[config.mk]
export PLATFORM = sky130hd
export DESIGN_NAME = usb3_pkt_framer_flat
export DESIGN_NICKNAME = d
export VERILOG_FILES = /design/src/rtl/usb3_pkt_framer_if.sv /design/src/rtl/usb3_pkt_framer.sv /design/src/flat_wrapper.sv
export SDC_FILE = /design/constraint.sdc
export NUM_CORES = 1
export LEC_CHECK = 0
export CORE_MARGIN = 8
export CORE_UTILIZATION = 55
export DETAILED_ROUTE_END_ITERATION = 7
export GPL_ROUTABILITY_DRIVEN = 0
export PLACE_DENSITY_LB_ADDON = 0.05
export REMOVE_ABC_BUFFERS = 1
export SLEW_MARGIN = 5
export SYNTH_ARGS = -nofsm -noshare
export SYNTH_HDL_FRONTEND = slang
export SYNTH_SLANG_ARGS = --single-unit
[constraint.sdc]
create_clock -name clk -period 10 [get_ports clk]
set_input_delay 2.5 -clock clk [delete_from_list [all_inputs] [get_ports clk]]
set_output_delay 2.5 -clock clk [all_outputs]
set_load 0.1 [all_outputs]
[src/rtl/usb3_pkt_framer_if.sv]
`default_nettype none
// ============================================================================
// Module   : usb3_pkt_framer_if
// Purpose  : Request, payload-RAM and FX3 slave-FIFO signals of the packet framer.
// Revision : 1.0
// ============================================================================
interface usb3_pkt_framer_if #(
    parameter int ADDR_W = 8
);
    logic              pkt_req;
    logic [2:0]        pkt_type;
    logic              pkt_ack;
    logic              pkt_done;
    logic              pkt_err;
    logic              busy;
    logic              src_rd_en;
    logic [ADDR_W-1:0] src_addr;
    logic [31:0]       src_data;
    logic              usb_full_n;
    logic [31:0]       usb_data;
    logic              usb_slwr_n;
    logic              usb_pktend_n;

    modport master (
        input  pkt_req, pkt_type, src_data, usb_full_n,
        output pkt_ack, pkt_done, pkt_err, busy, src_rd_en, src_addr,
               usb_data, usb_slwr_n, usb_pktend_n
    );

    modport slave (
        output pkt_req, pkt_type, src_data, usb_full_n,
        input  pkt_ack, pkt_done, pkt_err, busy, src_rd_en, src_addr,
               usb_data, usb_slwr_n, usb_pktend_n
    );
endinterface
`default_nettype wire

[src/rtl/usb3_pkt_framer.sv]
`default_nettype none
// ============================================================================
// Module   : usb3_pkt_framer
// Purpose  : Frames {FF,code,FF} header + payload RAM words into the FX3 write FIFO.
// Revision : 1.0
// ============================================================================
module usb3_pkt_framer #(
    parameter int PAYLOAD_WORDS = 255,
    parameter int ADDR_W        = 8
) (
    input  wire logic           clk,
    input  wire logic           rst,
    usb3_pkt_framer_if.master   bus
);
    localparam int CNT_W = ADDR_W + 1;
    localparam logic [CNT_W-1:0] PW_CNT   = CNT_W'(PAYLOAD_WORDS);
    localparam logic [CNT_W-1:0] LAST_CNT = CNT_W'(PAYLOAD_WORDS - 1);

    typedef enum logic [1:0] {
        S_IDLE = 2'd0,
        S_HDR  = 2'd1,
        S_PAY  = 2'd2,
        S_DONE = 2'd3
    } state_t;

    state_t           state, state_nxt;
    logic             ack_nxt, err_nxt, done_nxt;
    logic [CNT_W-1:0] rd_cnt;
    logic [CNT_W-1:0] wr_cnt;
    logic             in_flight;
    logic [1:0]       occ;
    logic [31:0]      skid0, skid1;
    logic [31:0]      hdr_word;
    logic             pkt_ack_r, pkt_done_r, pkt_err_r;
    logic [31:0]      usb_data_r;
    logic             slwr_n_r, pktend_n_r;

    logic             type_ok;
    logic             active;
    logic             avail;
    logic             do_wr;
    logic             last_wr;
    logic             rd_issue;
    logic             pop, bypass, push;
    logic [31:0]      wr_word;

    function automatic logic [15:0] type_code(input logic [2:0] t);
        case (t)
            3'd2:    type_code = 16'h000A;
            3'd3:    type_code = 16'h00AA;
            3'd4:    type_code = 16'h0AAA;
            3'd5:    type_code = 16'hAAAA;
            default: type_code = 16'h0000;
        endcase
    endfunction

    assign type_ok  = (bus.pkt_type >= 3'd1) && (bus.pkt_type <= 3'd5);
    assign active   = (state == S_HDR) || (state == S_PAY);
    // A word is writable from the header, the skid head, or the RAM read landing this cycle.
    assign avail    = (state == S_HDR) || ((state == S_PAY) && ((occ != 2'd0) || in_flight));
    assign do_wr    = avail && bus.usb_full_n;
    assign last_wr  = do_wr && (state == S_PAY) && (wr_cnt == LAST_CNT);
    assign rd_issue = active && (rd_cnt < PW_CNT) &&
                      (({1'b0, occ} + {2'b00, in_flight}) < 3'd2);
    assign pop      = do_wr && (state == S_PAY) && (occ != 2'd0);
    assign bypass   = do_wr && (state == S_PAY) && (occ == 2'd0);
    assign push     = in_flight && !bypass;
    assign wr_word  = (state == S_HDR) ? hdr_word :
                      (occ != 2'd0)    ? skid0    : bus.src_data;

    always_comb begin
        state_nxt = state;
        ack_nxt   = 1'b0;
        err_nxt   = 1'b0;
        done_nxt  = 1'b0;
        case (state)
            S_IDLE: begin
                if (bus.pkt_req) begin
                    if (type_ok) begin
                        state_nxt = S_HDR;
                        ack_nxt   = 1'b1;
                    end else begin
                        err_nxt   = 1'b1;
                    end
                end
            end
            S_HDR:  if (do_wr) state_nxt = S_PAY;
            S_PAY: begin
                if (last_wr) begin
                    state_nxt = S_DONE;
                    done_nxt  = 1'b1;
                end
            end
            S_DONE: state_nxt = S_IDLE;
            default: state_nxt = S_IDLE;
        endcase
    end

    always_ff @(posedge clk or posedge rst) begin
        if (rst) begin
            state      <= S_IDLE;
            pkt_ack_r  <= 1'b0;
            pkt_done_r <= 1'b0;
            pkt_err_r  <= 1'b0;
        end else begin
            state      <= state_nxt;
            pkt_ack_r  <= ack_nxt;
            pkt_done_r <= done_nxt;
            pkt_err_r  <= err_nxt;
        end
    end

    always_ff @(posedge clk or posedge rst) begin
        if (rst) begin
            rd_cnt     <= '0;
            wr_cnt     <= '0;
            in_flight  <= 1'b0;
            occ        <= 2'd0;
            skid0      <= '0;
            skid1      <= '0;
            hdr_word   <= '0;
            usb_data_r <= '0;
            slwr_n_r   <= 1'b1;
            pktend_n_r <= 1'b1;
        end else begin
            if (state == S_IDLE && state_nxt == S_HDR)
                hdr_word <= {8'hFF, type_code(bus.pkt_type), 8'hFF};

            if (state == S_DONE)
                rd_cnt <= '0;
            else if (rd_issue)
                rd_cnt <= rd_cnt + 1'b1;
            in_flight <= rd_issue;

            if (state == S_DONE)
                wr_cnt <= '0;
            else if (do_wr && state == S_PAY)
                wr_cnt <= wr_cnt + 1'b1;

            // Fetch throttling keeps occupancy + in-flight <= 2, so a push never overflows.
            case ({push, pop})
                2'b11: begin
                    if (occ == 2'd2) begin
                        skid0 <= skid1;
                        skid1 <= bus.src_data;
                    end else begin
                        skid0 <= bus.src_data;
                    end
                end
                2'b10: begin
                    if (occ == 2'd0) skid0 <= bus.src_data;
                    else             skid1 <= bus.src_data;
                    occ <= occ + 2'd1;
                end
                2'b01: begin
                    skid0 <= skid1;
                    occ   <= occ - 2'd1;
                end
                default: ;
            endcase

            slwr_n_r   <= ~do_wr;
            pktend_n_r <= ~last_wr;
            if (do_wr) usb_data_r <= wr_word;
        end
    end

    assign bus.pkt_ack      = pkt_ack_r;
    assign bus.pkt_done     = pkt_done_r;
    assign bus.pkt_err      = pkt_err_r;
    assign bus.busy         = (state != S_IDLE);
    assign bus.src_rd_en    = rd_issue;
    assign bus.src_addr     = rd_cnt[ADDR_W-1:0];
    assign bus.usb_data     = usb_data_r;
    assign bus.usb_slwr_n   = slwr_n_r;
    assign bus.usb_pktend_n = pktend_n_r;
endmodule
`default_nettype wire

[src/flat_wrapper.sv]
// flat-port wrapper written by rule: the top's interface ports become plain ports
module usb3_pkt_framer_flat 
#(
    parameter int PAYLOAD_WORDS = 255,
    parameter int ADDR_W        = 8
)
  (clk, rst, bus_pkt_req, bus_pkt_type, bus_src_data, bus_usb_full_n, bus_pkt_ack, bus_pkt_done, bus_pkt_err, bus_busy, bus_src_rd_en, bus_src_addr, bus_usb_data, bus_usb_slwr_n, bus_usb_pktend_n);
  usb3_pkt_framer_if #(.ADDR_W(ADDR_W)) bus_i ();
  input  wire logic clk;
  input  wire logic rst;
  input wire logic [$bits(bus_i.pkt_req)-1:0] bus_pkt_req;
  input wire logic [$bits(bus_i.pkt_type)-1:0] bus_pkt_type;
  input wire logic [$bits(bus_i.src_data)-1:0] bus_src_data;
  input wire logic [$bits(bus_i.usb_full_n)-1:0] bus_usb_full_n;
  output wire logic [$bits(bus_i.pkt_ack)-1:0] bus_pkt_ack;
  output wire logic [$bits(bus_i.pkt_done)-1:0] bus_pkt_done;
  output wire logic [$bits(bus_i.pkt_err)-1:0] bus_pkt_err;
  output wire logic [$bits(bus_i.busy)-1:0] bus_busy;
  output wire logic [$bits(bus_i.src_rd_en)-1:0] bus_src_rd_en;
  output wire logic [$bits(bus_i.src_addr)-1:0] bus_src_addr;
  output wire logic [$bits(bus_i.usb_data)-1:0] bus_usb_data;
  output wire logic [$bits(bus_i.usb_slwr_n)-1:0] bus_usb_slwr_n;
  output wire logic [$bits(bus_i.usb_pktend_n)-1:0] bus_usb_pktend_n;
  assign bus_i.pkt_req = bus_pkt_req;
  assign bus_i.pkt_type = bus_pkt_type;
  assign bus_i.src_data = bus_src_data;
  assign bus_i.usb_full_n = bus_usb_full_n;
  assign bus_pkt_ack = bus_i.pkt_ack;
  assign bus_pkt_done = bus_i.pkt_done;
  assign bus_pkt_err = bus_i.pkt_err;
  assign bus_busy = bus_i.busy;
  assign bus_src_rd_en = bus_i.src_rd_en;
  assign bus_src_addr = bus_i.src_addr;
  assign bus_usb_data = bus_i.usb_data;
  assign bus_usb_slwr_n = bus_i.usb_slwr_n;
  assign bus_usb_pktend_n = bus_i.usb_pktend_n;
  usb3_pkt_framer #(.PAYLOAD_WORDS(PAYLOAD_WORDS), .ADDR_W(ADDR_W)) u_core (.clk(clk), .rst(rst), .bus(bus_i));
endmodule
==> results.txt <==
- CTS-repair resized insts: 0
- Placement Rows: 41
- Entering global routing, the biggest net connects 81 pins.
* Die X-Extent: 128 um
- The repair_antennas step left the layout with diodes totalling 0.
- Number of synthesized register bits: 129
- For the pin with the worst max-slew slack, the measured transition is 1.24 ns.
- Along the worst hold path, the cell count comes to 1.
- Estimated wirelength of the detail-placed design: 9940 um
- First-pass GRT wire length: 26200 um
- Worst R2R Path Depth: 8
- In the routed layout, each cell is associated on average with a via count of 5.97.
* Hold Crit Class: reg -> reg
- Clock tree from TritonCTS: yes
* Final min period: 5.63 ns
- Remaining DRCs: 0
- Gate Count Post-Synth: 651
* Area after detailed placement: 0.00768 mm^2
- Syn_area_per_cell: 10.7 um^2
* Setup repair after global routing missed its margin: false
- In this run the critical register-to-register path is captured at u_core.skid1[6].
* Sort of element at the start of the critical path: input pin
* Gate family responsible for the most delay along the worst path: buffers and inverters
- Yosys Warn Count: 0
* Post-synthesis share of cell area spent on full adders, half adders and majority gates: 1.80%
- Die ar.: 0.0165 mm^2
* Net total in the final layout: 749
* Final critical-path share of the clock period: 56.3%
- The number of hold buffers added after CTS was 0.
* Post-Route Setup TNS: 0 ns
* Via count: 5283
- Counting both buffers and inverters, the worst setup path holds a total of 3.
* Port buffer count: 85
- After routing the design area is 0.00821 mm^2.
- Finish-stage setup viols: 0
* Maximum number of buffers from clock root to sink: 2
- Arrival @ worst endpoint: 5.92 ns
- After synthesis the cells add up to 0.00694 mm^2.
- Of the post-synthesis cell area, the part taken by muxes is 14.0%.
- Maximum frequency from static timing analysis: 178 MHz
- Largest stage delay, worst path: 0.67 ns
- In this run the critical register-to-register path is launched from u_core.occ[0].
* Final antenna-violating net count: 0
- The clock tree synthesis step divided the H-tree into 4 levels.
- Clock skew after layout: 0.00647 ns
- Start point of the worst hold path: u_core.hdr_word[7]
- The initial antenna violation count was 0.
- Worst relative slew slack: 17.1%
* Number of buffers created by CTS: 17
* Setup crit end kind: register
- Final hold slack: 0.469 ns
* Required time of the critical path: 10.29 ns
* Run status: finished, final reports clean
- Post-CTS timing repair inserted 0 buffers for setup.
* Share of the yosys chip area belonging to registers: 46.6%
- The final-report max-slew violation count was 0.
- Clock-pin slew was measured on the worst setup and hold paths at 0.05 ns.
* Peak fanout along the critical path: 33
- After detailed routing, the average wire length per cell comes to 17.9 um.
- Setup slack on the worst reg-to-reg path comes out at 5.91 ns.
* Number of detailed-routing iterations run before antenna repair: 5
* Worst setup path class: in -> reg
- Compared with the post-synthesis result, the final layout area differs by 18.3%.
* Area share of and/or/nand/nor cells after synthesis: 13.7%
* Post-synthesis async set-or-reset flop share: 100%
* Unique cell type count in the Yosys netlist: 57
- The synthesized netlist devotes 1.26% of its cell area to XOR and XNOR gates.
- The core region is 0.0125 mm^2.
* Number of global-route vias before repair: 5237
* Sum of routed wire length over all layers: 15900 um
* Min-Delay Endpoint: u_core.hdr_word[7]
- The later pin in the worst-skew pair is clocked with a latency of 0.41 ns.
* Number of top-level pins: 86
- The final hold violation count came to 0.
- The root buffer cell chosen for the clock tree is sky130_fd_sc_hd__clkbuf_16.
- Starting Density: 55.6%
- The critical path goes through clkdlybuf4s50_1 -> nand2_1 -> o21ai_0 -> inv_1 -> ha_2 -> nor2_1 -> a211oi_4 -> buf_4 -> mux2_2.
* Number of flops mapped to enable cells by yosys: 0
* Tot GR Track Use: 20.0%
- Summed over all layers, the global routing overflow is 0.
- Across the run, the number of max-cap violations was 0.
* First DRT Iteration DRCs: 491
- Share of cells above drive strength 1: 15.4%
* Die height: 128 um
* Post-synthesis compound-gate area fraction: 16.4%
* Top FF cell, synth: sky130_fd_sc_hd__dfrtp_1
- Number of sinks handled by clock tree synthesis: 129
- On the critical path, the stage with the largest delay is an instance of sky130_fd_sc_hd__ha_2.
- By area, the combinational part of the netlist is dominated by compound AO/OA/AOI/OAI gates.
synthesized netlist by cell type, types with 14 or more instances:
| cell type | count | area (um^2) |
|---|---|---|
| sky130_fd_sc_hd__inv_1 | 14 | 52.6 |
| sky130_fd_sc_hd__buf_2 | 14 | 70.1 |
| sky130_fd_sc_hd__o31ai_1 | 37 | 278 |
| sky130_fd_sc_hd__a221oi_1 | 32 | 280 |
| sky130_fd_sc_hd__mux2_4 | 30 | 450 |
| sky130_fd_sc_hd__mux2_2 | 36 | 405 |
| sky130_fd_sc_hd__nor2_1 | 20 | 75.1 |
| sky130_fd_sc_hd__nand2_1 | 110 | 413 |
| sky130_fd_sc_hd__dfrtp_1 | 127 | 3180 |
| sky130_fd_sc_hd__clkbuf_1 | 25 | 93.8 |
| sky130_fd_sc_hd__a211oi_1 | 24 | 180 |
| sky130_fd_sc_hd__and2_1 | 26 | 163 |
| sky130_fd_sc_hd__a31oi_1 | 33 | 206 |
metal layers:
layer | GRT usage, % | part of all wire [%]
met3 | 5.28 | 5.1
met4 | 8.39 | 1.7
met2 | 33.1 | 49
met1 | 24.2 | 44
met5 | 0 | 0
area by class of cell:
cell class	instances	area (um^2)
Sequential cell	129	3230
Multi-Input combinational cell	448	3290
Tap cell	172	215
Fill cell	998	4260
Inverter	14	55.1
Timing Repair Buffer	90	888
Clock buffer	32	522
stage by stage:
stage	setup WS, ns	std cells	utilization (%)
after CTS	4.43	885	65.8
final	4.37	885	65.8
after global placement	4.08	853	61.6
after floorplan	4.06	591	-
after global routing	4.20	885	65.8
after detailed placement	4.01	853	61.6
cells in the final DEF, fill, tap and decap left out, drive strengths merged, types with 3 or more instances in the layout:
| cell | n |
|---|---|
| nor2 | 21 |
| clkdlybuf4s50 | 85 |
| a21oi | 10 |
| and2 | 26 |
| clkbuf | 32 |
| o21ai | 5 |
| o31ai | 37 |
| or4 | 3 |
| or2 | 3 |
| xnor2 | 8 |
| o41ai | 3 |
| nor4 | 7 |
| a211oi | 25 |
| buf | 5 |
| a31oi | 33 |
| a221oi | 32 |
| nand3 | 6 |
| ha | 10 |
| nor3 | 4 |
| nor2b | 8 |
| nand2 | 110 |
| mux2 | 69 |
| dfrtp | 127 |
| mux2i | 8 |
| inv | 14 |
kinds of logic after synthesis:
logic type / Yosys count
buffers and inverters: 74
flip-flops: 129
AO/OA/AOI/OAI: 153
adder cells (fa/ha/maj): 10
AND/OR/NAND/NOR: 198
XOR/XNOR: 10
multiplexers: 77
worst max path at each step:
stage,startpoint,end,slack (ns),cells after the start
detailed placement,bus_usb_full_n,u_core.skid1[6],4.01,9
floorplan,rst,u_core.bus.pkt_ack,4.06,1
finish,bus_usb_full_n,u_core.skid1[6],4.37,9
global placement,bus_usb_full_n,u_core.skid1[17],4.08,9
global route,bus_usb_full_n,u_core.skid1[13],4.20,9
CTS,bus_usb_full_n,u_core.skid1[6],4.43,9
state kept, by name (all words and copies together), names as in the netlist, 2 cells and up:
| signal | count |
|---|---|
| u_core.occ | 2 |
| u_core.rd_cnt | 9 |
| u_core.hdr_word | 5 |
| u_core.skid1 | 32 |
| u_core.bus.usb_data | 32 |
| u_core.state | 2 |
| u_core.skid0 | 32 |
| u_core.wr_cnt | 9 |
Power is left out: the tool's default activity adds up to more than one toggle a clock period on the data nets, which glitch-free logic cannot reach.
==> variant 1, RTL diff (config.mk and constraints unchanged) <==
Make the reset (`rst`) synchronous in 2 clocked blocks.
--- a/src/rtl/usb3_pkt_framer.sv
+++ b/src/rtl/usb3_pkt_framer.sv
@@ -96,7 +96,7 @@
         endcase
     end
 
-    always_ff @(posedge clk or posedge rst) begin
+    always_ff @(posedge clk) begin
         if (rst) begin
             state      <= S_IDLE;
             pkt_ack_r  <= 1'b0;
@@ -110,7 +110,7 @@
         end
     end
 
-    always_ff @(posedge clk or posedge rst) begin
+    always_ff @(posedge clk) begin
         if (rst) begin
             rd_cnt     <= '0;
             wr_cnt     <= '0;
Formal check against the unedited RTL: differs if rst is asserted again (counterexample within 4 cycles, from zero or initial values and one cycle with rst high); with rst held inactive, the same outputs for 10 cycles.
==> variant 1 against the unedited design <==
- sequential cell count stayed put
- routed wire length is 7.0% higher
- cell area is 7.7% lower
- maximum frequency is 4.5% higher
- area after synthesis is 9.4% lower
- worst setup slack better by 240 ps
- global-route usage is 2.5 points higher
==> variant 1: results (changes against the unedited design) <==
----------------------------------------------------
[GRT]
  Global router's overall resource usage ... 0.2255 (+0.02536)
  Via count of the first global-routing pass ... 5767 (+10%)
  Wire length of the first global-routing pass ... 27500 um (+4.8%)

[Critical path]
  Arrival time of the worst setup path ... 5650 ps (-270 ps)
  Reg-to-reg startpoint ... u_core.occ[0]
  Critical path startpoint ... bus_usb_full_n
  Family of cells with the greatest summed delay on the critical path ... adder cells
  Critical path peak fanout ... 62 (+88%)

[Layout]
  Number of nets in the final layout ... 924 (+23%)
  Fraction of layout instances using a drive strength above 1 ... 0.05650 (-0.09778)

[Synth]
  Gate count of the mapped netlist ... 838 (+29%)
  Unique cell type count in the Yosys netlist ... 49 (-14%)
  Main area contributors after synthesis ... sky130_fd_sc_hd__dfxtp_1 41%, sky130_fd_sc_hd__nand2_1 13%, sky130_fd_sc_hd__a21oi_1 7.7%
  Most used flip-flop cell after synthesis ... sky130_fd_sc_hd__dfxtp_1
  Async set-reset flop share out of synthesis ... 0 (-1.000)
  Top cell types by occurrence after synthesis ... 212 x sky130_fd_sc_hd__nand2_1, 129 x sky130_fd_sc_hd__dfxtp_1, 97 x sky130_fd_sc_hd__a21oi_1

[Placed design]
  Final HPWL DP ... 10050 um (+1.1%)
  Inst Count DP ... 998 (+17%)
  Worst Setup Slack post-DPL ... 4296 ps (+285.5 ps)

[Pwr]
  Peak supply drop ... 0.1478 mV
  Static Leakage ... 0.002777 uW

[Timing]
  Largest clock skew in the final design ... 9.041 ps (+2.575 ps)

[Route]
  Drt initial violations ... 474 (-3.5%)
  Pre-antenna DRT Iters ... 7 (+2)
  Wirelength, routed ... 16960 um (+7.0%)
  Routed wirelength normalized by instance count ... 16.50 um (-7.9%)

[Clock tree]
  Number of levels in the clock H-tree ... 4 (unchanged)

[Outcome]
  Status ... finished clean

----------------------------------------------------
[variant 1: final cells by class]
| type | count | area (um2) |
|---|---|---|
| fill | 1011 | 3701 |
| multi-input combinational | 623 | 3346 |
| sequential | 129 | 2582 |
| timing repair buffer | 91 | 893.4 |
| clock buffer | 25 | 495.5 |
| tap | 143 | 178.9 |
| inverter | 12 | 45.04 |
| clock inverter | 5 | 30.03 |
[variant 1: final timing paths]
kind	to	slack, ps	cells after the start
worst max register to register	u_core.skid1[28]	6070	9
worst max-delay path	u_core.skid0[30]	4620	8
worst min-delay path	u_core.skid0[15]	450	2
worst min register to register	u_core.skid0[15]	450	2
[variant 1: worst reg2reg max path, cell delays in order, from the launching register on]
cell and delay, ps:
sky130_fd_sc_hd__dfxtp_1 550, sky130_fd_sc_hd__or2_1 870, sky130_fd_sc_hd__o21ai_0 300, sky130_fd_sc_hd__inv_1 150, sky130_fd_sc_hd__ha_2 620, sky130_fd_sc_hd__o21ai_0 250, sky130_fd_sc_hd__nor2_2 510, sky130_fd_sc_hd__buf_4 360
sky130_fd_sc_hd__nand2_1 100, sky130_fd_sc_hd__a21oi_1 140
[variant 1: stage by stage]
stage          power (uW)  cell area, um2  hold WS [ps]
6_report             1529            7571         447.6
5_1_grt              1590            7571         460.4
4_1_cts              1533            7571         447.9
3_5_place_dp        979.4            7046         440.7
3_3_place_gp        970.6            7046         433.1
2_1_floorplan       858.9            5949         421.2
[variant 1: cells by family (layout without fill, tap and decap cells)]
family,count (synthesis),count (layout),synth area share
AO/OA/AOI/OAI,203,203,0.2053
XOR/XNOR,14,14,0.01952
adder cells (fa/ha/maj),11,11,0.02191
buffers and inverters,86,133,0.06015
flip-flops,129,129,0.4111
multiplexers,12,12,0.02012
AND/OR/NAND/NOR,383,383,0.2619
[variant 1: power by group through the flow]
stage | sequential [uW] | clock, uW | combinational [uW]
floorplan | 673 | 0 | 186
global placement | 580 | 0 | 391
detailed placement | 581 | 0 | 398
CTS | 571 | 562 | 400
global route | 575 | 584 | 432
finish | 571 | 557 | 401
[variant 1: routing by layer]
layer / GRT usage / routed length, um
met3: 0.06532 / 1191
met2: 0.3772 / 8290
met4: 0.08987 / 306
met1: 0.2670 / 7170
met5: 0 / 0
==> variant 2, RTL diff (same settings) <==
Made on the original files. `ADDR_W` is set to 8 in 3 places; all go to 9.
--- a/src/rtl/usb3_pkt_framer_if.sv
+++ b/src/rtl/usb3_pkt_framer_if.sv
@@ -5,7 +5,7 @@
 // Revision : 1.0
 // ============================================================================
 interface usb3_pkt_framer_if #(
-    parameter int ADDR_W = 8
+    parameter int ADDR_W = 9
 );
     logic              pkt_req;
     logic [2:0]        pkt_type;
--- a/src/rtl/usb3_pkt_framer.sv
+++ b/src/rtl/usb3_pkt_framer.sv
@@ -6,7 +6,7 @@
 // ============================================================================
 module usb3_pkt_framer #(
     parameter int PAYLOAD_WORDS = 255,
-    parameter int ADDR_W        = 8
+    parameter int ADDR_W        = 9
 ) (
     input  wire logic           clk,
     input  wire logic           rst,
--- a/src/flat_wrapper.sv
+++ b/src/flat_wrapper.sv
@@ -2,7 +2,7 @@
 module usb3_pkt_framer_flat 
 #(
     parameter int PAYLOAD_WORDS = 255,
-    parameter int ADDR_W        = 8
+    parameter int ADDR_W        = 9
 )
   (clk, rst, bus_pkt_req, bus_pkt_type, bus_src_data, bus_usb_full_n, bus_pkt_ack, bus_pkt_done, bus_pkt_err, bus_busy, bus_src_rd_en, bus_src_addr, bus_usb_data, bus_usb_slwr_n, bus_usb_pktend_n);
   usb3_pkt_framer_if #(.ADDR_W(ADDR_W)) bus_i ();
Ports: changed (resized bus_src_addr); port bits go from 86 to 87. The function was not compared with the original's and may differ.
==> variant 2 against the unedited design <==
- cell area fell by 0.34%
- highest routed layer unchanged
- first-iteration DRC count fell by 8.1%
- largest cell class is now sequential cells
- routed wire length rose by 2.8%
- critical endpoint is now bus_src_rd_en
- sequential share of layout area rose by 0.74 points
- worst setup slack got worse by 9.2 ps
- final cell count fell by 2.1%
- area after synthesis fell by 3.0%
- critical path depth fell by 3
- register-to-register slack improved by 400 ps
- sequential cell count rose by 2
==> variant 2: results (changes against the unedited design) <==
----------------------------------------------------
[GRT]
  Global router's overall resource usage ... 0.2105 (+0.01028)
  Wire length of the first global-routing pass ... 27170 um (+3.6%)
  Via count of the first global-routing pass ... 5477 (+4.6%)
  Largest net degree at the start of global routing ... 85 (+4.9%)

[Synth]
  Warnings, synthesis ... 0 (unchanged)
  Top cell types by occurrence after synthesis ... 129 x sky130_fd_sc_hd__dfrtp_1, 111 x sky130_fd_sc_hd__nand2_1, 37 x sky130_fd_sc_hd__a21o_1, 37 x sky130_fd_sc_hd__a311oi_1, 34 x sky130_fd_sc_hd__clkbuf_1
  Async set-reset flop share out of synthesis ... 1.000 (unchanged)
  Synthesized area per cell ... 10.29 um2 (-3.4%)
  Main area contributors after synthesis ... sky130_fd_sc_hd__dfrtp_1 48%, sky130_fd_sc_hd__nand2_1 6.2%, sky130_fd_sc_hd__mux2_2 5.5%
  Proportion of synthesized chip area in sequential cells ... 0.4875 (+0.02172)
  Unique cell type count in the Yosys netlist ... 53 (-7.0%)

[Timing]
  Relative slew slack ... 0.2024 (+0.03152)
  Final critical path time including I/O delays and setup ... 5636 ps (+9.230 ps)
  Largest clock skew in the final design ... 6.037 ps (-0.4290 ps)
  Worst hold slack ... 464.3 ps (-5.195 ps)

[Clock tree]
  Clock-pin slew on the worst setup and hold paths ... 50 ps (about the same)
  Post_cts resized ... 0 (unchanged)
  Buffer depth of the longest clock path ... 2 (unchanged)
  Clk_lat worst skew ... 410 ps (about the same)
  Number of levels in the clock H-tree ... 4 (unchanged)
  Num CTS Buffers ... 17 (unchanged)
  Clk Tree Root Cell ... sky130_fd_sc_hd__clkbuf_16

[Job]
  Number of maximum-capacitance constraint violations ... 0 (unchanged)

[Placed design]
  Final HPWL DP ... 9952 um (+0.15%)
  IO Port Bufs ... 86 (+1.2%)
  Inst Count DP ... 835 (-2.1%)
  Instance area at placement ... 7595 um2 (-1.1%)
  Worst Setup Slack post-DPL ... 4525 ps (+515.0 ps)

[Route]
  Wirelength, routed ... 16300 um (+2.8%)
  Routed vias/inst ... 6.194 (+3.8%)
  Pre-antenna DRT Iters ... 5 (unchanged)
  Drt initial violations ... 451 (-8.1%)

[Critical path]
  Worst R2R Setup Slack ... 6310 ps (+400 ps)
  Critical path startpoint ... u_core.state[1]
  Critical path peak fanout ... 5 (-85%)
  Reg-to-reg startpoint ... u_core.occ[0]
  Arrival time of the worst setup path ... 3140 ps (-2780 ps)

[Layout]
  Filler Cell Count ... 927 (-7.1%)
  Post-Layout Cell Count ... 866 (-2.1%)
  Fraction of layout instances using a drive strength above 1 ... 0.1182 (-0.03606)
  Most common cell after layout, fill and taps aside ... sky130_fd_sc_hd__dfrtp_1
  Number of nets in the final layout ... 759 (+1.3%)

[Worst hold path]
  Hold path startpoint ... u_core.hdr_word[7]
  Cell count of the worst hold path ... 1 (unchanged)

[Outcome]
  Status ... finished clean

[Pwr]
  Peak supply drop ... 0.2285 mV

----------------------------------------------------
==> variant 2: changes by cell type after synthesis, moves of 4 or more <==
cell | before | now
sky130_fd_sc_hd__nor2b_1 | 8 | 3
sky130_fd_sc_hd__a211oi_1 | 24 | 19
sky130_fd_sc_hd__clkbuf_1 | 25 | 34
sky130_fd_sc_hd__a21o_1 | 1 | 37
sky130_fd_sc_hd__mux2i_1 | 8 | 12
sky130_fd_sc_hd__clkbuf_8 | 4 | 0
sky130_fd_sc_hd__nand4_1 | 1 | 6
sky130_fd_sc_hd__mux2_4 | 30 | 0
sky130_fd_sc_hd__and2_1 | 26 | 20
sky130_fd_sc_hd__a31oi_1 | 33 | 1
sky130_fd_sc_hd__a311oi_1 | 0 | 37
sky130_fd_sc_hd__nor2_1 | 20 | 26
sky130_fd_sc_hd__o31ai_1 | 37 | 28
==> variant 2: worst max-delay path: stages, from the launching register on <==
cell,delay [ps]
sky130_fd_sc_hd__dfrtp_1,420
sky130_fd_sc_hd__inv_1,100
sky130_fd_sc_hd__ha_1,310
sky130_fd_sc_hd__nor4b_4,300
sky130_fd_sc_hd__o211ai_1,300
sky130_fd_sc_hd__inv_1,140
sky130_fd_sc_hd__clkdlybuf4s50_1,1150
==> variant 2: cell type report <==
type | count | area [um2] | area share
clock buffers | 27 | 513.0 | 0.06273
flip-flops and latches | 131 | 3281 | 0.4012
well taps | 147 | 183.9 | 0.02249
clock inverters | 4 | 70.07 | 0.008568
repair buffers | 97 | 943.4 | 0.1154
inverters | 13 | 53.80 | 0.006579
multi-input cells | 447 | 3133 | 0.3831
==> variant 2: logic make-up after synthesis <==
logic type | synth area share
buf+inv | 0.05168
fa+ha+maj | 0.02417
mux | 0.07641
compound gates | 0.2091
flops | 0.4875
simple gates | 0.1342
xor+xnor | 0.01692
==> variant 2: report_power, final <==
group	total (uW)	switching, uW	internal, uW
clock	611	213	398
combinational	1600	1090	509
sequential	907	156	751
total	3110	1460	1660
==> variant 2: layer usage <==
layer,global-route usage,wire (um),up-vias,share of wire
met5,0,0,-,0
met4,0.07714,161,0,0.0099
met3,0.06452,1109,16,0.068
met2,0.3484,7949,153,0.49
met1,0.2536,7079,2705,0.43
li1,-,-,2490,-
==> variant 2: path summary, 6_finish.rpt <==
check	end
hold reg to reg	u_core.hdr_word[7]
setup / recovery	bus_src_rd_en
setup reg to reg	u_core.skid1[14]
min in group asynchronous	u_core.rd_cnt[3]
max in group asynchronous	u_core.skid1[22]
hold / removal	u_core.hdr_word[7]
